`src/rtl/proj_pkg.sv`:
```
// rtl/proj_pkg.sv - shared widths and job record for the sorter-to-extender path
package proj_pkg;

    localparam int FM_EXTENDER_FRAG_LEN_BITS     = 32;
    localparam int SORTER_EXTENDER_INDICES_COUNT = 4;
    localparam int INDICE_LEN                    = 8;
    localparam int EXTENDER_FRAG_PARTS_COUNT     = 8;
    localparam int EXTENDER_JOB_CNT_BITS         = $clog2(SORTER_EXTENDER_INDICES_COUNT) + 1;

    typedef struct packed {
        logic [FM_EXTENDER_FRAG_LEN_BITS-1:0]                            frag;
        logic [SORTER_EXTENDER_INDICES_COUNT-1:0][INDICE_LEN-1:0]       indices;
        logic [EXTENDER_JOB_CNT_BITS-1:0]                                cnt;
    } extender_job_t;

endpackage

```
`src/rtl/proj_extender_ctrl.sv`:
```
// rtl/proj_extender_ctrl.sv - feeds jobs to the free-running extender, one job per counter round
module proj_extender_ctrl
    import proj_pkg::*;
#(
    parameter int FRAG_LEN_BITS    = FM_EXTENDER_FRAG_LEN_BITS,
    parameter int FRAG_PARTS_COUNT = EXTENDER_FRAG_PARTS_COUNT,
    parameter int INDICES_COUNT    = SORTER_EXTENDER_INDICES_COUNT,
    parameter int INDICE_LEN       = proj_pkg::INDICE_LEN
) (
    input  logic                                      clk,
    input  logic                                      rst_n,
    input  logic                                      job_valid,
    output logic                                      job_ready,
    input  logic [FRAG_LEN_BITS-1:0]                  job_frag,
    input  logic [INDICES_COUNT-1:0][INDICE_LEN-1:0]  job_indices,
    input  logic [$clog2(INDICES_COUNT):0]            job_cnt,
    output logic [FRAG_LEN_BITS-1:0]                  ext_fragment,
    output logic [INDICES_COUNT-1:0][INDICE_LEN-1:0]  ext_kmer_indices,
    output logic                                      ext_valid_indices,
    output logic                                      out_valid,
    output logic [$clog2(INDICES_COUNT)-1:0]          out_slot,
    output logic [$clog2(FRAG_PARTS_COUNT)-1:0]       out_part,
    output logic                                      out_first,
    output logic                                      out_last,
    output logic                                      job_done,
    output logic                                      busy
);

    localparam int PW = $clog2(FRAG_PARTS_COUNT);
    localparam int SW = $clog2(INDICES_COUNT);
    localparam int CW = SW + 1;

    localparam logic [PW-1:0] LAST_PART = PW'(FRAG_PARTS_COUNT - 1);
    localparam logic [SW-1:0] LAST_SLOT = SW'(INDICES_COUNT - 1);
    localparam logic [CW-1:0] MAX_CNT   = CW'(INDICES_COUNT);

    // Shadow of the extender's own counters; shares rst_n so both stay in lockstep.
    logic [PW-1:0]                            r_part;
    logic [SW-1:0]                            r_slot;

    logic [FRAG_LEN_BITS-1:0]                 r_pend_frag;
    logic [INDICES_COUNT-1:0][INDICE_LEN-1:0] r_pend_idx;
    logic [CW-1:0]                            r_pend_cnt;
    logic                                     r_pend_v;

    logic [FRAG_LEN_BITS-1:0]                 r_act_frag;
    logic [CW-1:0]                            r_act_cnt;
    logic                                     r_act_v;

    logic                                     w_boundary;
    logic                                     w_accept;
    logic [CW-1:0]                            w_cnt_clamped;
    logic [CW-1:0]                            w_slot_ext;
    logic                                     w_out_valid;

    assign w_boundary    = (r_part == LAST_PART) && (r_slot == LAST_SLOT);
    assign w_accept      = job_valid && !r_pend_v;
    assign w_cnt_clamped = (job_cnt > MAX_CNT) ? MAX_CNT : job_cnt;
    assign w_slot_ext    = {1'b0, r_slot};

    always_ff @(posedge clk or negedge rst_n) begin
        if (!rst_n) begin
            r_part      <= '0;
            r_slot      <= '0;
            r_pend_frag <= '0;
            r_pend_idx  <= '0;
            r_pend_cnt  <= '0;
            r_pend_v    <= 1'b0;
            r_act_frag  <= '0;
            r_act_cnt   <= '0;
            r_act_v     <= 1'b0;
        end else begin
            r_part <= (r_part == LAST_PART) ? '0 : r_part + PW'(1);
            if (r_part == LAST_PART) begin
                r_slot <= (r_slot == LAST_SLOT) ? '0 : r_slot + SW'(1);
            end

            if (w_accept) begin
                r_pend_frag <= job_frag;
                r_pend_idx  <= job_indices;
                r_pend_cnt  <= w_cnt_clamped;
                r_pend_v    <= 1'b1;
            end

            // Accept needs !pend_v and promotion needs pend_v, so they never collide.
            if (w_boundary) begin
                if (r_pend_v) begin
                    r_act_frag <= r_pend_frag;
                    r_act_cnt  <= r_pend_cnt;
                    r_act_v    <= 1'b1;
                    r_pend_v   <= 1'b0;
                end else begin
                    r_act_v    <= 1'b0;
                end
            end
        end
    end

    assign w_out_valid       = r_act_v && (w_slot_ext < r_act_cnt);

    assign job_ready         = !r_pend_v;
    assign ext_kmer_indices  = r_pend_idx;
    assign ext_valid_indices = r_pend_v && w_boundary;
    assign ext_fragment      = r_act_v ? r_act_frag : '0;
    assign out_valid         = w_out_valid;
    assign out_slot          = r_slot;
    assign out_part          = r_part;
    assign out_first         = w_out_valid && (r_slot == '0) && (r_part == '0);
    assign out_last          = w_out_valid && (w_slot_ext == r_act_cnt - CW'(1)) && (r_part == LAST_PART);
    assign job_done          = w_boundary && r_act_v;
    assign busy              = r_act_v || r_pend_v;

endmodule

```
`config.mk`:
```
export PLATFORM = sky130hd
export DESIGN_NAME = proj_extender_ctrl
export DESIGN_NICKNAME = d
export VERILOG_FILES = /design/src/rtl/proj_pkg.sv /design/src/rtl/proj_extender_ctrl.sv
export SDC_FILE = /design/constraint.sdc
export NUM_CORES = 1
export LEC_CHECK = 0
export ABC_AREA = 0
export BUFFER_PORTS_ARGS = -buffer_cell sky130_fd_sc_hd__buf_2
export CORE_MARGIN = 5
export CORE_UTILIZATION = 46
export DETAILED_ROUTE_END_ITERATION = 10
export MAX_ROUTING_LAYER = met4
export PLACE_DENSITY = 0.76
export SYNTH_ARGS = -nofsm -noshare
export SYNTH_HDL_FRONTEND = slang
export SYNTH_SLANG_ARGS = --single-unit
```
`constraint.sdc`:
```
create_clock -name clk -period 1.9 [get_ports clk]
set_input_delay 0.285 -clock clk [delete_from_list [all_inputs] [get_ports clk]]
set_output_delay 0.285 -clock clk [all_outputs]
set_load 0.05 [all_outputs]
```
======== Yosys cells after proc, flatten, opt, wreduce, memory -nomap -nowiden ========
Index checks and enable logic that the tools add are counted.
operators by class
  $add $sub $neg .......................... 3
  $lt $le $gt $ge ......................... 2
  equal/unequal tests ..................... 3
  muxes and demuxes ....................... 8
  reductions and logical operators ........ 14
operator list
  kind                                                  number
  two-way mux 32 bit                                    1
  logical AND 1 bit                                     9
  two-way mux 3 bit                                     2
  two-way mux 1 bit                                     4
  adder 3 x 1 -> 3 bit, second input constant           1
  equality test 2 x 3 -> 1 bit                          1
  equality test 3 bit, second input constant            1
  greater-than comparator 3 bit, second input constant  1
  zero test 3 bit                                       1
  < comparator 2 x 3 -> 1 bit                           1
  subtractor 3 x 1 -> 3 bit, second input constant      1
  adder 2 x 1 -> 2 bit, second input constant           1
  equality test 2 bit, second input constant            1
  zero test 2 bit                                       1
  two-way mux 2 bit                                     1
  AND reduction 2 bit                                   1
  zero test 1 bit                                       1
  logical OR 1 bit                                      1
word-level totals
  bits in registers ....................... 109
  input port bits ......................... 70
  output and inout port bits .............. 76
  word-level logic and storage cells ...... 42

======== Logic depth before layout (Yosys ltp) ========
  depth after elaboration ................. 5
  gate-level depth with buffers ........... 8
  depth with buffers taken out ............ 5

======== Worst setup path before layout ========
Ideal clock, no wire load.
  kind .................................... reg2out
  from .................................... register r_slot[1], in the netlist out_slot[1]
  to ...................................... output out_first
  arrival time ............................ 2.368 ns
  data required time ...................... 1.615 ns
  path slack .............................. -0.753 ns
  cell stages (with the launch flop) ...... 5
  path buffers ............................ 0
  cell sequence ........................... dfrtp_1 > ha_1 > or3b_2 > nand3_1 > nor3_1
between the ends
  word-level cells in the longest chain between the ends .. 4
  elaborated cells on any way between the ends .. 5
  those cells by class .................... order compare: 1; reduce/logical: 4
RTL lines
  what                              RTL line                   source
  start, declared                   proj_extender_ctrl.sv:39   logic [SW-1:0] r_slot;
  start signal, assigned            proj_extender_ctrl.sv:75   r_slot <= (r_slot == LAST_SLOT) ? '0 : r_slot + SW'(1);
  < comparator 2 x 3 -> 1 bit       proj_extender_ctrl.sv:99   assign w_out_valid = r_act_v && (w_slot_ext < r_act_cnt);
  logical AND 1 bit                 proj_extender_ctrl.sv:99
  logical AND 1 bit * (2 in a row)  proj_extender_ctrl.sv:108  assign out_first = w_out_valid && (r_slot == '0) && (r_part == '0);
  end, declared                     proj_extender_ctrl.sv:23   output logic out_first,
Mark *: on every way between the ends. The rest lies on a longest branch, timed or not.

======== Worst setup path in the final report ========
  from .................................... register r_act_cnt[1]
  to ...................................... output out_valid
between the ends
  word-level cells in the longest chain between the ends .. 2
RTL lines
  what                         RTL line                  source
  start, declared              proj_extender_ctrl.sv:47  logic [CW-1:0] r_act_cnt;
  start signal, assigned       proj_extender_ctrl.sv:89  r_act_cnt <= r_pend_cnt;
  < comparator 2 x 3 -> 1 bit  proj_extender_ctrl.sv:99
  logical AND 1 bit            proj_extender_ctrl.sv:99
  end, declared                proj_extender_ctrl.sv:20  output logic out_valid,
Every way passes these cells.

==> run metrics <==
met3 GRT Util=0.0367; clk_skew=12.2 ps; Synth top area share=0.610; Least-Margin Pin Slew=445 ps; Placed Cells incl. Taps=577; Post-synth top flop=dfrtp_1; outcome=finished, violations left; crit path launch type=flip-flop; final setup violating endpoints=3; Clock Pin Slew Worst Setup and Hold Paths=110 ps; Layout Nets=539; antenna violations before repair=0; M1 GR Usage=0.209; synthesized area per cell=14.6 um^2; Area growth, synth to finish=28.8%; Tmin final=2090 ps; reg2reg start=out_part[0]; maxcap violations=0; fmax=478 MHz; Total Routing Usage GR=0.163; slew margin rel.=0.703; Reg2Reg Depth=6; Final period util=1.10; critical setup path kind=reg2out; via count=2834; top cells by area, synth=dfrtp_1 (61%), mux2_2 (23%), and2_1 (4.5%); Yosys reg bits=109; later-pin clock latency in the skew report=350 ps; post-DP HPWL=6420 um; chip height=109 um; Leak Pwr=0.00277 uW; post-route worst setup slack=-192 ps; worst-path fanout max=3; Synth area leader=dfrtp_1; share of layout cells above drive strength 1=0.624; most common cell after layout, fill and taps aside=buf_2; Peak supply drop=0.528 mV; WP data arrival=1810 ps; Final Hold Viols=0; Inserted Diodes=0; 1st-pass router iterations=4; syn nets=385; CP Launch Point=r_act_cnt[1]; Initial Util=0.464; GP Congestion=0.768; I/O Pins=146; DR WL/cell=14.9 um; Yosys cell types=25; clock buffer depth=2; Hold Crit Class=in2reg; post-route ant nets=0; CTS sink cnt=109; synthesis warning total=0; pwr dens=974 nW/um^2; Die Area=11800 um^2; sequential share of the synthesized area=0.610; Vias/cell=4.73; CP required=1620 ps; EDFF count, synth=0; Post-Place Worst Slack=130 ps; Worst Setup End Kind=output pin; Synth Instances=307; core box area=9640 um^2; TritonCTS clock tree=done; total congestion overflow=0; # rows=36; Cell Area, Synth=4470 um^2; end of the critical path=out_valid; FF-to-FF setup slack=210 ps; pin count of the biggest net entering global routing=59; drt initial violations=84; most frequent cells in the layout=buf_2 (139), dfrtp_1 (103), mux2_2 (92); r2r endpoint=r_act_frag[12]; non-filler instance count after layout=599; drt drc=0; CTS buffer count=9; GRT busiest layer=met2; fraction of registers with async set/reset=1.00; CTS H-Tree Depth=3; M2 GR Usage=0.263; failing checks=negative setup slack; first-pass GRT wire length=14800 um; final wirelength=8900 um; I/O Buffers=145; Die W=109 um; CTS root buf=clkbuf_8; vias in the first global route=3079; RSZ-0062 raised after global routing=yes; final slew viol count=0
[stage by stage]
stage / hold slack, ps / power [uW] / utilization / instance area (um^2) / setup TNS (ps)
2_1_floorplan: -10.6 / 3810 / - / 4530 / 0
3_3_place_gp: 256 / 4170 / 0.565 / 5450 / 0
3_5_place_dp: 264 / 4210 / 0.565 / 5450 / 0
4_1_cts: 129 / 5680 / 0.596 / 5750 / -471
5_1_grt: 131 / 5880 / 0.598 / 5760 / -788
6_report: 152 / 5610 / 0.598 / 5760 / -497
[layer usage]
metal / routed length, um / vias to the layer above / part of all wire
li1: - / 1332 / -
met1: 3830 / 1396 / 0.43
met2: 4360 / 98 / 0.49
met3: 608 / 8 / 0.068
met4: 95 / 0 / 0.011
met5: 0 / - / 0
[critical path, stage by stage (launching register included)]
cell and delay [ps]:
dfrtp_1 380, inv_2 50, ha_1 260, or3b_4 390, nand3_4 130, clkinvlp_4 100, buf_8 150
[cell families after synthesis]
family / synth area share
muxes: 0.252
adders and majority gates: 0.0224
and+or+nand+nor: 0.0744
buffers and inverters: 0.0310
xor gates and xnor gates: 0.00392
DFF: 0.610
AOI/OAI and AO/OA: 0.00671
[state kept, by name (all words and copies together) (netlist names)]
register / count
ext_kmer_indices: 32
r_act_frag: 32
r_pend_frag: 32
out_part: 3
r_act_cnt: 3
r_pend_cnt: 3
out_slot: 2
r_act_v: 1
r_pend_v: 1
[where the power goes]
| group | internal [uW] | switching (uW) | total [uW] |
|---|---|---|---|
| Sequential | 2610 | 138 | 2750 |
| Clock | 656 | 780 | 1440 |
| Combinational | 482 | 941 | 1420 |
[how the worst min path moves through the flow]
stage,start,endpoint,slack (ps),cells past startpoint
2_1_floorplan,rst_n,ext_kmer_indices[0],-10,0
3_3_place_gp,rst_n,r_act_cnt[1],260,1
3_5_place_dp,rst_n,r_act_cnt[1],260,1
4_1_cts,job_indices[3],ext_kmer_indices[3],130,2
5_1_grt,job_indices[28],ext_kmer_indices[28],130,2
6_report,job_indices[3],ext_kmer_indices[3],150,2
[synthesized netlist by cell type (all sizes together) (2+ instances only)]
master,count
ha,8
nor2,5
and2,32
clkbuf,3
o21ai,6
nand3b,2
inv,11
nand2,8
buf,13
nand3,2
dfrtp,109
mux2,98
nor2b,2
[final cells by class]
type                    instances  area [um^2]
clock buffers                  10          138
clock inverters                 6         68.8
fillers                       839         3880
inverters                      11         48.8
multi-input cells             171         1680
flip-flops and latches        109         2740
well taps                     133          166
repair buffers                159          926
[what timing repair did]
item	CTS	global route
hold buffers	1	0
endpoints found under the setup margin	5	16
pin swaps	3	2
setup buffers	4	1
resized for setup	12	3
hold endpoints to repair	33	0
Power figures use the tool's default switching activity.
